===== src/rtl/atomic_req_arbiter_pkg.sv =====
// Shared atomic types: the operation encoding carried to atomic_unit and the
// request-slot state of the arbiter.
package atomic_types;

  localparam int OP_W   = 4;
  localparam int ADDR_W = 32;
  localparam int DATA_W = 32;
  localparam int WARP_W = 6;
  localparam int LANE_W = 5;

  typedef enum logic [OP_W-1:0] {
    ATOM_ADD  = 4'd0,
    ATOM_SUB  = 4'd1,
    ATOM_MIN  = 4'd2,
    ATOM_MAX  = 4'd3,
    ATOM_AND  = 4'd4,
    ATOM_OR   = 4'd5,
    ATOM_XOR  = 4'd6,
    ATOM_EXCH = 4'd7,
    ATOM_CAS  = 4'd8
  } atomic_op_e;

  typedef enum logic {
    ARB_IDLE  = 1'b0,
    ARB_ISSUE = 1'b1
  } atomic_arb_state_e;

endpackage


===== src/rtl/atomic_req_arbiter_rr_priority_arbiter.sv =====
// Combinational round-robin pick: first set request bit scanning upward from
// the slot after i_rr_ptr, wrapping modulo NUM_REQ.
module rr_priority_arbiter
  import atomic_types::*;
#(
  parameter  int NUM_REQ = 4,
  localparam int ID_W    = $clog2(NUM_REQ)
) (
  input  logic [NUM_REQ-1:0] i_req,
  input  logic [ID_W-1:0]    i_rr_ptr,
  output logic [NUM_REQ-1:0] o_grant,
  output logic [ID_W-1:0]    o_grant_idx
);

  logic w_found;

  always_comb begin
    w_found     = 1'b0;
    o_grant_idx = '0;
    for (int i = 1; i <= NUM_REQ; i++) begin
      if (!w_found && i_req[(int'(i_rr_ptr) + i) % NUM_REQ]) begin
        w_found     = 1'b1;
        o_grant_idx = ID_W'((int'(i_rr_ptr) + i) % NUM_REQ);
      end
    end
    o_grant = w_found ? (NUM_REQ'(1) << o_grant_idx) : '0;
  end

endmodule


===== src/rtl/atomic_req_arbiter.sv =====
// Round-robin share of one atomic_unit among NUM_REQ requesters, with an
// in-order ID FIFO for response routing. Define ATOMIC_ARB_PERF_EN for counters.
module atomic_req_arbiter
  import atomic_types::*;
#(
  parameter  int NUM_REQ         = 4,
  parameter  int MAX_OUTSTANDING = 4,
  localparam int ID_W            = $clog2(NUM_REQ),
  localparam int CNT_W           = $clog2(MAX_OUTSTANDING) + 1
) (
  input  logic                    clk,
  input  logic                    rst,
  input  logic [NUM_REQ-1:0]      in_valid,
  output logic [NUM_REQ-1:0]      in_ready,
  input  logic [4*NUM_REQ-1:0]    in_op,
  input  logic [32*NUM_REQ-1:0]   in_address,
  input  logic [32*NUM_REQ-1:0]   in_data,
  input  logic [32*NUM_REQ-1:0]   in_compare_data,
  input  logic [6*NUM_REQ-1:0]    in_warp_id,
  input  logic [5*NUM_REQ-1:0]    in_lane_id,
  output logic [NUM_REQ-1:0]      out_resp_valid,
  input  logic [NUM_REQ-1:0]      out_resp_ready,
  output logic [31:0]             out_resp_data,
  output logic [5:0]              out_resp_warp_id,
  output logic [4:0]              out_resp_lane_id,
  output logic                    au_req_valid,
  input  logic                    au_req_ready,
  output logic [3:0]              au_req_op,
  output logic [31:0]             au_req_address,
  output logic [31:0]             au_req_data,
  output logic [31:0]             au_req_compare_data,
  output logic [5:0]              au_req_warp_id,
  output logic [4:0]              au_req_lane_id,
  input  logic                    au_resp_valid,
  output logic                    au_resp_ready,
  input  logic [31:0]             au_resp_data,
  input  logic [5:0]              au_resp_warp_id,
  input  logic [4:0]              au_resp_lane_id,
  output logic [CNT_W-1:0]        outstanding,
  output logic                    orphan_err,
  output logic [31:0]             grant_count,
  output logic [31:0]             conflict_count
);

  localparam int PTR_W = CNT_W - 1;

  atomic_arb_state_e r_state, w_state_nxt;
  logic [ID_W-1:0]    r_rr_ptr, w_win_idx, w_head;
  logic [NUM_REQ-1:0] w_win_onehot;
  logic               w_can_grant, w_grant, w_empty, w_pop, w_orphan;
  logic [ID_W-1:0]    r_fifo [MAX_OUTSTANDING];
  logic [PTR_W-1:0]   r_wr_ptr, r_rd_ptr;
  logic [CNT_W-1:0]   r_count;
  logic               r_orphan_err;
  atomic_op_e         r_req_op;
  logic [31:0]        r_req_address, r_req_data, r_req_compare_data;
  logic [5:0]         r_req_warp_id;
  logic [4:0]         r_req_lane_id;

  rr_priority_arbiter #(.NUM_REQ(NUM_REQ)) u_rr (
    .i_req       (in_valid),
    .i_rr_ptr    (r_rr_ptr),
    .o_grant     (w_win_onehot),
    .o_grant_idx (w_win_idx)
  );

  // Credit uses the registered occupancy only; a same-cycle pop frees nothing.
  assign w_can_grant = ((r_state == ARB_IDLE) || au_req_ready) &&
                       (r_count < CNT_W'(MAX_OUTSTANDING));
  assign w_grant     = w_can_grant && (|in_valid);
  assign in_ready    = w_grant ? w_win_onehot : '0;

  // Handshakes: a transfer happens on a clock edge where valid && ready; a
  // valid source holds its payload stable until that edge.
  always_comb begin
    w_state_nxt = r_state;
    case (r_state)
      ARB_IDLE:  if (w_grant) w_state_nxt = ARB_ISSUE;
      ARB_ISSUE: if (au_req_ready) w_state_nxt = w_grant ? ARB_ISSUE : ARB_IDLE;
      default:   w_state_nxt = ARB_IDLE;
    endcase
  end

  always_ff @(posedge clk) begin
    if (rst) begin
      r_state            <= ARB_IDLE;
      r_rr_ptr           <= ID_W'(NUM_REQ - 1);
      r_req_op           <= ATOM_ADD;
      r_req_address      <= '0;
      r_req_data         <= '0;
      r_req_compare_data <= '0;
      r_req_warp_id      <= '0;
      r_req_lane_id      <= '0;
    end else begin
      r_state <= w_state_nxt;
      if (w_grant) begin
        r_rr_ptr           <= w_win_idx;
        r_req_op           <= atomic_op_e'(in_op[32'(w_win_idx)*4 +: 4]);
        r_req_address      <= in_address[32'(w_win_idx)*32 +: 32];
        r_req_data         <= in_data[32'(w_win_idx)*32 +: 32];
        r_req_compare_data <= in_compare_data[32'(w_win_idx)*32 +: 32];
        r_req_warp_id      <= in_warp_id[32'(w_win_idx)*6 +: 6];
        r_req_lane_id      <= in_lane_id[32'(w_win_idx)*5 +: 5];
      end
    end
  end

  assign au_req_valid        = (r_state == ARB_ISSUE);
  assign au_req_op           = r_req_op;
  assign au_req_address      = r_req_address;
  assign au_req_data         = r_req_data;
  assign au_req_compare_data = r_req_compare_data;
  assign au_req_warp_id      = r_req_warp_id;
  assign au_req_lane_id      = r_req_lane_id;

  assign w_empty  = (r_count == '0);
  assign w_head   = r_fifo[r_rd_ptr];
  assign w_pop    = au_resp_valid && !w_empty && out_resp_ready[w_head];
  assign w_orphan = au_resp_valid && w_empty;

  assign out_resp_valid   = (au_resp_valid && !w_empty) ? (NUM_REQ'(1) << w_head) : '0;
  assign au_resp_ready    = w_empty ? 1'b1 : out_resp_ready[w_head];
  assign out_resp_data    = au_resp_data;
  assign out_resp_warp_id = au_resp_warp_id;
  assign out_resp_lane_id = au_resp_lane_id;

  always_ff @(posedge clk) begin
    if (w_grant) r_fifo[r_wr_ptr] <= w_win_idx;
  end

  always_ff @(posedge clk) begin
    if (rst) begin
      r_wr_ptr     <= '0;
      r_rd_ptr     <= '0;
      r_count      <= '0;
      r_orphan_err <= 1'b0;
    end else begin
      if (w_grant) r_wr_ptr <= r_wr_ptr + 1'b1;
      if (w_pop)   r_rd_ptr <= r_rd_ptr + 1'b1;
      case ({w_grant, w_pop})
        2'b10:   r_count <= r_count + 1'b1;
        2'b01:   r_count <= r_count - 1'b1;
        default: r_count <= r_count;
      endcase
      if (w_orphan) r_orphan_err <= 1'b1;
    end
  end

  assign outstanding = r_count;
  assign orphan_err  = r_orphan_err;

`ifdef ATOMIC_ARB_PERF_EN
  logic [31:0] r_grant_count, r_conflict_count;
  logic        w_conflict;

  // Clearing the lowest set bit leaves something only if two or more were set.
  assign w_conflict = |(in_valid & (in_valid - 1'b1));

  always_ff @(posedge clk) begin
    if (rst) begin
      r_grant_count    <= '0;
      r_conflict_count <= '0;
    end else begin
      if (w_grant && (r_grant_count != '1))       r_grant_count    <= r_grant_count + 1'b1;
      if (w_conflict && (r_conflict_count != '1)) r_conflict_count <= r_conflict_count + 1'b1;
    end
  end

  assign grant_count    = r_grant_count;
  assign conflict_count = r_conflict_count;
`else
  assign grant_count    = '0;
  assign conflict_count = '0;
`endif

endmodule


===== config.mk =====
export PLATFORM = sky130hd
export DESIGN_NAME = atomic_req_arbiter
export DESIGN_NICKNAME = d
export VERILOG_FILES = /design/src/rtl/atomic_req_arbiter_pkg.sv /design/src/rtl/atomic_req_arbiter_rr_priority_arbiter.sv /design/src/rtl/atomic_req_arbiter.sv
export SDC_FILE = /design/constraint.sdc
export NUM_CORES = 1
export LEC_CHECK = 0
export ABC_CLOCK_PERIOD_IN_PS = 3100
export CAP_MARGIN = 30
export CORE_AREA = 2 2 284 286
export CTS_BUF_LIST = sky130_fd_sc_hd__clkbuf_16
export DETAILED_ROUTE_END_ITERATION = 8
export DIE_AREA = 0 0 286 288
export PLACE_DENSITY_LB_ADDON = 0.05
export SYNTH_ARGS = -nofsm -noshare
export SYNTH_HDL_FRONTEND = slang
export SYNTH_SLANG_ARGS = --single-unit

===== constraint.sdc =====
create_clock -name clk -period 3.1 [get_ports clk]
set_clock_uncertainty 0.05 [all_clocks]
set_input_delay 0.31 -clock clk [delete_from_list [all_inputs] [get_ports clk]]
set_output_delay 0.31 -clock clk [all_outputs]
set_load 0.01 [all_outputs]

==> results of run 1 <==
per-stage QoR:
step           util [%]  hold WS (ns)
2_1_floorplan         -        0.4007
3_3_place_gp      20.33        0.3952
3_5_place_dp      20.33        0.3956
4_1_cts           21.09        0.1384
5_1_grt           21.14        0.1574
6_report          21.14        0.1794
worst register-to-register path, stage by stage, from the launching register on:
cell	delay [ns]
dfxtp_1	0.38
mux4_2	0.56
or2_1	0.28
o22ai_2	0.22
ha_1	0.22
inv_1	0.06
fa_1	0.37
xor2_1	0.15
or3_1	0.30
a21oi_1	0.14
kinds of logic after synthesis:
logic type	after synthesis	share of synthesized area [%]
xor+xnor	4	0.3682
buf+inv	291	16.42
fa+ha+maj	6	0.8677
mux	173	18.88
flops	132	28.61
other cells	1	0.03940
simple gates	272	16.12
compound gates	239	18.70
power groups by stage:
stage	registers, W	logic (W)	clock network [W]
after global routing	0.00259	0.00558	0.00246
final	0.00252	0.00516	0.00228
after global placement	0.00256	0.00531	0
after CTS	0.00253	0.00531	0.00241
after detailed placement	0.00256	0.00530	0
after floorplan	0.00273	0.00234	0
metal layers:
metal / vias to the layer above / wire length [um] / track usage (%)
met2: 356 / 31880 / 25.72
met4: 8 / 1419 / 5.563
met3: 57 / 4145 / 4.580
li1: 5004 / - / -
met5: - / 55 / 0
met1: 5027 / 23120 / 15.29
synth_stat cells (all sizes together), types with 2 or more instances:
cell type | instances | area [sq um]
o21ai | 33 | 165.2
and4 | 54 | 473.0
inv | 65 | 244.0
nand2b | 5 | 31.28
dfxtp | 124 | 2482
o31ai | 24 | 180.2
nand4 | 64 | 400.4
mux4 | 2 | 45.04
nor2 | 39 | 148.9
nand2 | 70 | 262.8
xor2 | 2 | 17.52
xnor2 | 2 | 17.52
edfxtp | 8 | 240.2
o211ai | 3 | 27.52
a211oi | 23 | 172.7
buf | 139 | 992.2
nand3 | 27 | 140.1
nor3 | 3 | 15.01
a31oi | 54 | 337.8
mux2 | 32 | 360.3
and2 | 5 | 31.28
a21oi | 7 | 46.30
or2 | 2 | 12.52
o221ai | 88 | 770.7
clkbuf | 87 | 326.6
a21o | 3 | 22.52
ha | 5 | 62.56
mux2i | 139 | 1391
registers in the layout, indices dropped and copies added (netlist names), 2 cells and up, named ones only:
signal / cells
au_req_address: 32
au_req_compare_data: 32
au_req_data: 32
r_fifo: 8
au_req_warp_id: 6
au_req_lane_id: 5
au_req_op: 4
outstanding: 3
r_rd_ptr: 2
r_rr_ptr: 2
r_wr_ptr: 2
repair_timing:
action,4_1_cts,5_1_grt
hold endpoints to repair,0,0
gates resized for setup,0,2
setup buffers,0,1
setup endpoints to repair,0,1
final cells by class:
class                           count  area, sq um  share of cell area [%]
Antenna cell                        9        22.52                  0.1338
Timing Repair Buffer              629         6359                   37.77
Multi-Input combinational cell    758         5552                   32.97
Tap cell                         1060         1326                   7.878
Clock inverter                     15        185.2                   1.100
Inverter                           65        244.0                   1.449
Sequential cell                   132         2723                   16.17
Clock buffer                       17        425.4                   2.527
worst paths after layout:
path,cells past startpoint,endpoint
setup / recovery,7,in_ready[2]
hold / removal,2,outstanding[0]$_SDFFE_PP0P_
setup reg to reg,9,outstanding[2]$_SDFFE_PP0P_
hold reg to reg,2,au_req_compare_data[17]$_SDFFE_PP0P_
placed cells by master (no fill, tap or decap), drive strengths merged, types with 3 or more instances in the layout:
| cell type | count |
|---|---|
| mux2 | 32 |
| nand4 | 64 |
| nor3 | 3 |
| buf | 50 |
| o211ai | 3 |
| a31oi | 54 |
| clkinvlp | 3 |
| a21o | 3 |
| o21ai | 33 |
| edfxtp | 8 |
| nand2b | 5 |
| a211oi | 23 |
| clkdlybuf4s50 | 579 |
| and2 | 5 |
| nand2 | 70 |
| conb | 64 |
| dfxtp | 124 |
| inv | 74 |
| o221ai | 88 |
| diode | 9 |
| nand3 | 27 |
| clkbuf | 17 |
| nor2 | 39 |
| and4 | 54 |
| a21oi | 7 |
| ha | 5 |
| mux2i | 139 |
| o31ai | 24 |
==> metrics.md, run 1 <==
| Metric | Value |
|---|---|
| Status | `completed` |
| Syn Inst Count | `approximately 1100` |
| Power per cell area | `592.0 mW/mm^2` |
| Crit-path max FO | `5` |
| Startpoint types | `input pin` |
| P_leak | `6.376 nW` |
| Grt total ovfl | `0` |
| Crit-path max cell delay | `0.66 ns` |
| Die Area | `about 0.082 sq mm` |
| Final setup margin | `around 0.14 ns` |
| Seq pwr share | `between 20% and 30%` |
| Switching share of power | `between 40% and 50%` |
| Final Instance Area | `around 0.017 sq mm` |
| Cell Chain, Critical Path | `clkdlybuf4s50_1 > nor2_1 > a221oi_4 > buf_4 > nand3_2 > nor3_1 > clkdlybuf4s50_1` |
| Vias in the first global route | `between 10000 and 15000` |
| Antenna Nets Post-Route | `0` |
| Synthesized area | `0.009517 sq mm` |
| Initial antenna violation count | `13` |
| Synth unique cells | `47` |
| RD Place Congestion | `around 0.71` |
| H-tree depth | `4` |
| Gate power share | `about half` |
| Final Hold Viols | `0` |
| Most used cell along the critical path | `clkdlybuf4s50_1` |
| #FFs+latches synth | `about 130` |
| Synthesis Warnings | `0` |
| Final Setup Violations | `0` |
| CP Class | `input pin to output port` |
| Psw | `approximately 0.0040 W` |
| Post-Route WL | `~61000 um` |
| Power Total | `0.009967 W` |
| Nature of the critical path endpoint | `output port` |
| Crit-path slowest cell | `clkdlybuf4s50_1` |
| Clock power frac | `between 20 and 25%` |
| Fin Setup TNS | `0 ns` |
| CTS Buffer Depth | `2` |
| DP HPWL | `roughly 46000 um` |
| Mean Syn Cell Area | `approximately 8.5 sq um` |
| Critical Path AT | `between 2 and 3 ns` |
| Num rows | `~100` |
| Worst EP required | `2.74 ns` |
| Placed Cells incl. Taps | `between 2000 and 3000` |
| CTS Buf Count | `17` |
| Most used DFF post-synth | `dfxtp_1` |
| VDD IR max | `between 0.0003 and 0.0004 V` |
| Die height | `288 um` |
| Port bufs | `580` |
| Area grow syn2layout | `76.91%` |
| Fillers | `approximately 9000` |
| Core area | `0.07964 sq mm` |
| Max cap viols | `0` |
| Wire per inst | `around 23 um` |
| Finished Layout Cells | `approximately 2700` |
| Post-placement cell area | `0.01619 sq mm` |
| Crit path from | `in_valid[1]` |
| Buffers & Inverters on Critical Path | `3` |
| Initial core utilization | `between 10% and 20%` |
| Skew-Pair Late Insertion Delay | `0.48 ns` |
| Final min period | `2.958 ns` |
| Layout cells sized above 1 | `7.426%` |
| Internal power | `roughly 0.006 W` |
| Highest clock rate | `around 0.34 GHz` |
| TritonCTS clock tree | `done` |
| Post-CTS Hold Fix Bufs | `0` |
| Reg clk slew, reported paths | `0.07 ns` |
| Final Cycle Share | `between 90 and 100%` |
| Hold WC Path Type | `input pin to register` |
| Slew margin rel. | `a little under three fifths` |
| Slew @ Worst Pin | `approximately 0.66 ns` |
| Die outline width | `286 um` |
| CP delay by family, top | `buffers and inverters` |
| Via density | `between 3 and 4` |
| Largest net degree at the start of global routing | `109` |
| Clock Sinks | `approximately 130` |
| Fraction of registers with async set or reset after synthesis | `0%` |
| DRC violation total after the first TritonRoute iteration | `roughly 460` |
| Final nets | `~2100` |
| R2r setup slk | `about 0.30 ns` |
| HP Start | `rst` |
| Pre-CTS WS | `about 0.13 ns` |
| Routed via count | `10452` |
| Final Max Slew Viols | `0` |
| IO Pins | `about 730` |
| Register area share after synthesis | `28.61%` |
| First-pass GRT wire length | `83230 um` |
| Drt first pass iters | `4` |
| GR Util All Layers | `14.22%` |
| Remaining DRCs | `0` |
| Post-synth EDFFs | `8` |
| CTS root buf | `clkbuf_16` |
| RSZ-0062 raised after global routing | `false` |
Note: power is estimated with default switching activity, not from simulation.
==> run 2, diff against run 1 <==
--- a/config.mk
+++ b/config.mk
@@ -5,12 +5,12 @@
 export SDC_FILE = /design/constraint.sdc
 export NUM_CORES = 1
 export LEC_CHECK = 0
-export ABC_CLOCK_PERIOD_IN_PS = 3100
 export CAP_MARGIN = 30
 export CORE_AREA = 2 2 284 286
 export CTS_BUF_LIST = sky130_fd_sc_hd__clkbuf_16
 export DETAILED_ROUTE_END_ITERATION = 8
 export DIE_AREA = 0 0 286 288
+export GPL_ROUTABILITY_DRIVEN = 0
 export PLACE_DENSITY_LB_ADDON = 0.05
 export SYNTH_ARGS = -nofsm -noshare
 export SYNTH_HDL_FRONTEND = slang
==> constraint.sdc (replaced) <==
create_clock -name clk -period 3.2 [get_ports clk]
set_clock_uncertainty 0.05 [all_clocks]
set_input_delay 0.32 -clock clk [delete_from_list [all_inputs] [get_ports clk]]
set_output_delay 0.32 -clock clk [all_outputs]
set_load 0.01 [all_outputs]
==> run 2 against run 1 <==
Against the previous run:
- critical path type is now register to output port
- worst setup slack improved by 0.087 ns
- final cell count decreased by 0.15%
- first-iteration DRC count increased by 19%
- combinational power decreased by 4%
- die area unchanged
- worst hold slack got worse by 0.0034 ns
- sequential power decreased by 3%
- routed wire length decreased by 1.1%
- non-clock buffer count decreased by 7
- register-to-register slack about the same
- critical endpoint is now au_resp_ready
==> metrics.md, run 2 (same netlist as run 1, synthesis figures left out) <==
| Metric | Value |
|---|---|
| Max cap viols | `0` |
| Fin util | `21.03%` |
| Final Max Slew Viols | `0` |
| Area grow syn2layout | `76.02%` |
| Die height | `roughly 290 um` |
| Met3 Use GR | `4.493%` |
| Vias in the first global route | `between 10000 and 15000` |
| Crit-path max FO | `5` |
| Post-CTS Setup Repair Bufs | `0` |
| Wire per inst | `approximately 22 um` |
| Final Instance Area | `roughly 0.017 sq mm` |
| Global route hottest layer | `met2` |
| Largest net degree at the start of global routing | `between 100 and 150` |
| DRC violation total after the first TritonRoute iteration | `550` |
| RSZ-0062 raised after global routing | `false` |
| Core area | `between 0.07 and 0.08 sq mm` |
| Clock Sinks | `132` |
| Skew-Pair Late Insertion Delay | `approximately 0.48 ns` |
| Hold WC Path Type | `input pin to register` |
| Finished Layout Cells | `around 2700` |
| CP Class | `register to output port` |
| Power per cell area | `568.5 mW/mm^2` |
| Hold path depth | `2` |
| R2R cell count | `9` |
| Startpoint types | `register` |
| Post-CTS Hold Fix Bufs | `0` |
| Final Setup Violations | `0` |
| DP HPWL | `45940 um` |
| Fin Setup TNS | `0 ns` |
| Nature of the critical path endpoint | `output port` |
| Grt total ovfl | `0` |
| Remaining DRCs | `0` |
| Drt first pass iters | `6` |
| Post-Route WL | `about 60000 um` |
| P_leak | `approximately 6.3 nW` |
| Critical Path End | `au_resp_ready` |
| Reg clk slew, reported paths | `approximately 0.07 ns` |
| Worst EP required | `around 2.8 ns` |
| Initial core utilization | `11.95%` |
| GR Util All Layers | `~14%` |
| First-pass GRT wire length | `81940 um` |
| Status | `completed` |
| Critical Path AT | `2.60 ns` |
| Num rows | `104` |
| Slew @ Worst Pin | `0.8928 ns` |
| CTS root buf | `clkbuf_16` |
| H-tree depth | `4` |
| Routed via count | `between 10000 and 15000` |
| Final min period | `between 2 and 3 ns` |
| Met1 usage | `15.60%` |
| Initial antenna violation count | `13` |
| TritonCTS clock tree | `done` |
| Commonest non-fill, non-tap cell in the layout | `clkdlybuf4s50_1` |
| Placed Cells incl. Taps | `2637` |
| CTS Buf Count | `17` |
| Via density | `between 3 and 4` |
| Critical R2R Capture | `outstanding[2]$_SDFFE_PP0P_` |
| Die outline width | `roughly 290 um` |
| R2r setup slk | `0.29 ns` |
| IO Pins | `around 730` |
| CTS Buffer Depth | `2` |
| Antenna Nets Post-Route | `0` |
| Power Total | `0.009523 W` |
| Port bufs | `580` |
| Final Hold Viols | `0` |
| Slew margin rel. | `between 40 and 50%` |
| Layout cells sized above 1 | `between 6 and 7%` |
| Met2 Usage GRT | `25.32%` |
| Die Area | `between 0.08 and 0.09 sq mm` |
| HP Start | `rst` |
| Final nets | `roughly 2100` |
| Post-placement cell area | `0.01613 sq mm` |
| Most frequent cells in the layout | `clkdlybuf4s50_1, mux2i_1, dfxtp_1` |
| Final Cycle Share | `roughly 93%` |
| Cts repair resizes | `0` |
| Highest clock rate | `0.3366 GHz` |
| VDD IR max | `around 0.00038 V` |
run 2: final cells by class:
cell class,count,area (sq um)
Tap cell,1060,1326
Clock buffer,17,425.4
Fill cell,8804,62890
Timing Repair Buffer,622,6294
Sequential cell,132,2723
Clock inverter,15,165.2
Multi-Input combinational cell,758,5544
Inverter,65,244.0
Antenna cell,12,30.03
run 2: power by group:
part | internal [W] | switching (W)
registers | 0.00216 | 0.000281
logic | 0.00239 | 0.00256
clock network | 0.00111 | 0.00102
run 2: worst max-delay path, stage by stage, from the launching register on:
cell	delay, ns
dfxtp_1	0.39
mux4_2	0.59
mux2i_1	0.27
mux2i_1	0.11
or2_2	0.28
clkdlybuf4s50_1	0.48
run 2: worst min-delay path by stage:
| stage | to |
|---|---|
| after CTS | r_wr_ptr[0]$_SDFFE_PP0P_ |
| after global routing | r_wr_ptr[0]$_SDFFE_PP0P_ |
| after floorplan | r_rr_ptr[0]$_SDFFE_PP1P_ |
| after detailed placement | au_req_compare_data[26]$_SDFFE_PP0P_ |
| after global placement | au_req_address[23]$_SDFFE_PP0P_ |
| final | r_wr_ptr[0]$_SDFFE_PP0P_ |
run 2: per-stage QoR:
step	hold WS, ns	setup slack (ns)
CTS	0.1288	0.1333
floorplan	0.4098	0.5399
global placement	0.3931	0.2470
global route	0.1546	0.03893
finish	0.1760	0.2289
detailed placement	0.3957	0.2456
run 2: metal layers:
layer  part of all wire [%]  vias up
met5                  0.095        -
met4                    1.3        8
met3                    7.0       49
met2                     53      366
met1                     39     4979
li1                       -     4999
